File: src/rtl/qadd_sm.sv
// qadd_sm: sign-magnitude fixed-point adder with a registered result.
//
// The word is N bits wide with Q fractional bits. Bit N-1 is the sign and
// bits [N-2:0] are the magnitude. Both operands share Q, so their binary
// points already line up and Q does not enter the arithmetic.
//
// Ports:
//   clk       in   rising-edge clock
//   rst_n     in   asynchronous active-low reset
//   in_valid  in   a/b are valid this cycle
//   a, b      in   N-bit sign-magnitude operands
//   c         out  registered sum, loaded when in_valid is high
//   out_valid out  c/overflow were loaded on the last edge
//   overflow  out  magnitude carry-out for the result held in c
//
// Optional build macro QADD_SATURATE_EN: when defined, an overflowing
// magnitude clamps to all ones and keeps the operand sign. When undefined,
// the carry is dropped and the magnitude wraps.
module qadd_sm #(
    parameter int Q = 23,
    parameter int N = 32
) (
    input  logic         clk,
    input  logic         rst_n,
    input  logic         in_valid,
    input  logic [N-1:0] a,
    input  logic [N-1:0] b,
    output logic [N-1:0] c,
    output logic         out_valid,
    output logic         overflow
);

    localparam int MW = N - 1;

    // Q only documents the format; it is not used by the arithmetic.
    localparam int QF = Q;

    logic [N-1:0]  c_d, c_q;
    logic          out_valid_d, out_valid_q;
    logic          overflow_d, overflow_q;

    logic          sa, sb;
    logic [MW-1:0] ma, mb;
    logic [N-1:0]  sum_same;
    logic          a_ge_b;
    logic [MW-1:0] res_mag;
    logic          res_sign;
    logic          res_ovf;

    always_comb begin
        sa       = a[N-1];
        sb       = b[N-1];
        ma       = a[MW-1:0];
        mb       = b[MW-1:0];
        sum_same = {1'b0, ma} + {1'b0, mb};
        a_ge_b   = (ma >= mb);

        res_mag  = '0;
        res_sign = 1'b0;
        res_ovf  = 1'b0;

        if (sa == sb) begin
            res_sign = sa;
            res_ovf  = sum_same[N-1];
`ifdef QADD_SATURATE_EN
            res_mag  = sum_same[N-1] ? {MW{1'b1}} : sum_same[MW-1:0];
`else
            res_mag  = sum_same[MW-1:0];
`endif
        end else if (a_ge_b) begin
            res_sign = sa;
            res_mag  = ma - mb;
        end else begin
            res_sign = sb;
            res_mag  = mb - ma;
        end

        // Any zero magnitude is reported as +0. This covers x + (-x), -0
        // operands and a wrapped overflow that lands on zero.
        if (res_mag == '0) begin
            res_sign = 1'b0;
        end

        // c and overflow hold their values on idle cycles. out_valid drops.
        c_d         = c_q;
        overflow_d  = overflow_q;
        out_valid_d = in_valid;
        if (in_valid) begin
            c_d        = {res_sign, res_mag};
            overflow_d = res_ovf;
        end
    end

    always_ff @(posedge clk or negedge rst_n) begin
        if (!rst_n) begin
            c_q         <= '0;
            out_valid_q <= 1'b0;
            overflow_q  <= 1'b0;
        end else begin
            c_q         <= c_d;
            out_valid_q <= out_valid_d;
            overflow_q  <= overflow_d;
        end
    end

    assign c         = c_q;
    assign out_valid = out_valid_q;
    assign overflow  = overflow_q;

endmodule

File: config.mk
export PLATFORM = sky130hd
export DESIGN_NAME = qadd_sm
export DESIGN_NICKNAME = d
export VERILOG_FILES = /design/src/rtl/qadd_sm.sv
export SDC_FILE = /design/constraint.sdc
export NUM_CORES = 1
export LEC_CHECK = 0
export BUFFER_PORTS_ARGS = -buffer_cell sky130_fd_sc_hd__buf_2
export CAP_MARGIN = 30
export CELL_PAD_IN_SITES_DETAIL_PLACEMENT = 0
export CELL_PAD_IN_SITES_GLOBAL_PLACEMENT = 1
export CORE_MARGIN = 5
export CORE_UTILIZATION = 35
export DETAILED_ROUTE_END_ITERATION = 12
export GPL_TIMING_DRIVEN = 0
export PLACE_DENSITY = 0.69
export REMOVE_ABC_BUFFERS = 1
export SYNTH_ARGS = -nofsm -noshare
export SYNTH_HDL_FRONTEND = slang
export SYNTH_SLANG_ARGS = --single-unit
export TNS_END_PERCENT = 30
File: constraint.sdc
create_clock -name clk -period 0.8 [get_ports clk]
set_input_delay 0.16 -clock clk [delete_from_list [all_inputs] [get_ports clk]]
set_output_delay 0.16 -clock clk [all_outputs]
set_load 0.01 [all_outputs]
==> flow_summary_export.csv <==
group,metric,value,unit
run_status,outcome,"finished with violations",
run_status,violations,"negative hold slack, negative setup slack",
sta,min_period,3.056,ns
yosys,synth-simple-area-share,19.52,%
worst_setup_path,crit_top_cell,"nand4_1",
final_layout,instances_no_fill,1415,
final_layout,final_common_cell,"buf_4",
worst_setup_path,endpoint_kind,"flip-flop",
floorplanning,dieWidth,151.9,um
cts,cts_root_buffer,"clkbuf_16",
routing,drc,0,
power,finalPower,0.01467,W
worst_setup_path,cp.required,0.96,ns
floorplanning,die_h,151.9,um
yosys,synth_xor_area_share,3.354,%
routing,wire_per_inst,20.38,um
global_route,grt_first_pass_wirelength,44280,um
global_route,antenna_found_initial,0,
floorplanning,initial_core_util,35.18,%
routing,drtAntennaViolNets,0,
worst_setup_path,critPathMaxFanout,8,
final_layout,nNetsFinal,1313,
yosys,synth.distinct_cells,98,
worst_setup_path,crit_chain,"buf_8 > inv_4 > ha_4 > nand4_1 > nor4_4 > a32oi_4 > buf_12 > nand3_4 > buf_4 > o21ai_1 > a22oi_2 > xnor2_2 > a2111oi_2 > nand4_1 > nor4b_2 > a21oi_1",
worst_setup_path,cp.arrival,3.22,ns
yosys,synth_flop_cell,"dfrtp_1",
cts,cts_sinks,34,
placement,dp_slack,-3.598,ns
floorplanning,dieArea,23080,um^2
power,power_per_cell_area,1323,nW/um^2
yosys,synth_compound_area_share,32.05,%
sta,setup_ws,-2.256,ns
sta,finalCritPeriodShare,382.0,%
cts,clk_pin_slew,0.05,ns
worst_setup_path,crit_path_max_incr_delay,0.45,ns
routing,drtIter0Drc,747,
sta,holdWs,-0.04793,ns
yosys,synth_top_area_share,17.57,%
routing,wirelength,28840,um
worst_setup_path,crit_type,"input port to flip-flop",
sta,maxSlewViolCount,0,
sta,fmax,327.3,MHz
sta,max_slew.worst_pin.slew,0.8682,ns
global_route,first_global_vias,8097,
placement,gp_congestion,0.9010,
cts,cts_max_path_buffers,2,
floorplanning,rows,52,
cts,clock_latency,0.28,ns
yosys,syn-cell-area,7051,um^2
sta,rsz0062_at_grt,"yes",
yosys,async_reset_ff_share,100.0,%
yosys,synth_top_family_by_area,"compound AO/OA/AOI/OAI gates",
power,vdd_drop_max,0.8157,mV
sta,max_slew_margin,41.83,%
routing,drt_first_pass_iters,6,
yosys,postSynthCellCount,914,
final_layout,multiInputGateArea,7241,um^2
yosys,avgSynthCellArea,7.714,um^2
yosys,synth-seq-cells,34,
routing,via_per_inst,5.857,
placement,place.detailed.hpwl,19420,um
cts,cts_tree,"built",
sta,setup_tns,-61.75,ns
run,drv_cap,0,
yosys,synth_area_leaders,"ha_1, dfrtp_1, a21oi_1, inv_1, nor2_1",
placement,port_buffers,100,
global_route,grt_overflow,0,
worst_setup_path,crit_path_top_delay_cell,"nor4_4",
sta,finalClockSkew,0,ns
yosys,synthAdderAreaFrac,18.42,%
floorplanning,core-area,20040,um^2
final_layout,area.sequential,850.8,um^2
worst_setup_path,crit_buf_inv,4,
floorplanning,ioPinCount,101,
hold_path,hold_path_class,"input port to async pin",
yosys,synth_mux_area_share,4.791,%
final_layout,drive_above_1_share,47.77,%
cts,cts_made_buffers,5,
final_layout,diodes,0,
yosys,yosys_warnings,0,
yosys,synth_edf_count,0,
cts,htreeDepth,2,
power,power.leakage,4.707,nW
worst_setup_path,critPathLaunchType,"input port",
routing,via_count,8287,
final_layout,fill_cells,1856,
placement,dp.cells,1241,
sta,setup-violations-final,66,
sta,hold_viol_final,34,
worst_setup_path,critical_path.top_delay_family,"simple AND/OR/NAND/NOR gates",
yosys,yosysTopAreaCell,"ha_1",
final_layout,final_cell_mix,"buf_4, a21oi_1, nor2_1",
global_route,grt_use_total,23.17,%
global_route,grt_max_degree,42,
final_layout,syn_to_final_growth,57.21,%
yosys,yosysSeqAreaShare,12.07,%
[worst paths after layout]
kind                                         from                end  slack, ns  depth (start not counted)
worst max-delay path                        a[12]  c[31]$_DFFE_PN0P_      -2.26                         16
worst min-delay path                        rst_n  c[27]$_DFFE_PN0P_      -0.05                          1
worst max register to register  c[22]$_DFFE_PN0P_  c[22]$_DFFE_PN0P_      -0.02                          1
worst min register to register  c[20]$_DFFE_PN0P_  c[20]$_DFFE_PN0P_       0.50                          1
max in group asynchronous                   rst_n   c[1]$_DFFE_PN0P_       0.36                          1
min in group clk                             b[0]   c[0]$_DFFE_PN0P_       0.23                          3
[timing repair]
| action | 4_1_cts | 5_1_grt |
|---|---|---|
| hold endpoints to repair | 34 | 0 |
| resized for setup | 290 | 120 |
| endpoints found under the setup margin | 67 | 66 |
| buffers inserted | 123 | 34 |
| pin swaps | 105 | 64 |
| gates cloned | 9 | 0 |
[layout make-up]
cell class	count	share of cell area (%)
multi-input combinational	745	65.32
clock buffer	7	1.287
inverter	96	3.443
tap	270	3.048
clock inverter	1	0.04515
sequential	34	7.676
timing repair buffer	262	19.18
[synth_stat cells, drive strengths merged (12+ instances only)]
| cell type | number |
|---|---|
| ha | 99 |
| inv | 96 |
| a21oi | 95 |
| nor2 | 73 |
| nand2 | 56 |
| o21ai | 55 |
| buf | 35 |
| dfrtp | 34 |
| mux2 | 22 |
| nand3 | 21 |
| xnor2 | 21 |
| nand4 | 18 |
| a211oi | 16 |
| nor3 | 16 |
| o21a | 15 |
| o31ai | 15 |
| a31oi | 14 |
| nor4 | 14 |
| a21o | 12 |
| o211ai | 12 |
[metal layers]
layer,up-vias,share of wire [%],track usage [%]
li1,3828,-,-
met1,3991,44,31.70
met2,403,46,37.17
met3,65,7.4,4.408
met4,0,2.8,6.892
met5,-,0,0
[cells by family (layout without fill, tap and decap cells)]
group / count (synthesis) / in the layout
flip-flops: 34 / 34
AO/OA/AOI/OAI: 317 / 318
multiplexers: 31 / 31
adder cells (fa/ha/maj): 102 / 102
buffers and inverters: 142 / 366
XOR/XNOR: 27 / 27
AND/OR/NAND/NOR: 261 / 267
[stage by stage]
| stage | utilization, % | hold WS [ns] | instance area (um^2) |
|---|---|---|---|
| after floorplan | - | -0.1356 | 6720 |
| after CTS | 51.57 | -0.02721 | 10330 |
| final | 55.31 | -0.04793 | 11080 |
| after detailed placement | 38.11 | 0.2751 | 7637 |
| after global placement | 37.72 | 0.2736 | 7559 |
| after global routing | 55.31 | 0.01402 | 11080 |
[power breakdown]
| part | leakage [nW] | internal, W | switching (W) | total, W |
|---|---|---|---|---|
| logic | 4.24 | 0.00475 | 0.00542 | 0.0102 |
| clock network | 0.0739 | 0.00123 | 0.000682 | 0.00191 |
| registers | 0.395 | 0.00223 | 0.000351 | 0.00258 |
| total | 4.71 | 0.00821 | 0.00645 | 0.0147 |
[sequential cells by signal, summed over array words and instances, names as in the netlist]
register	cells
overflow	1
out_valid	1
c	32
Power figures use the tool's default switching activity.
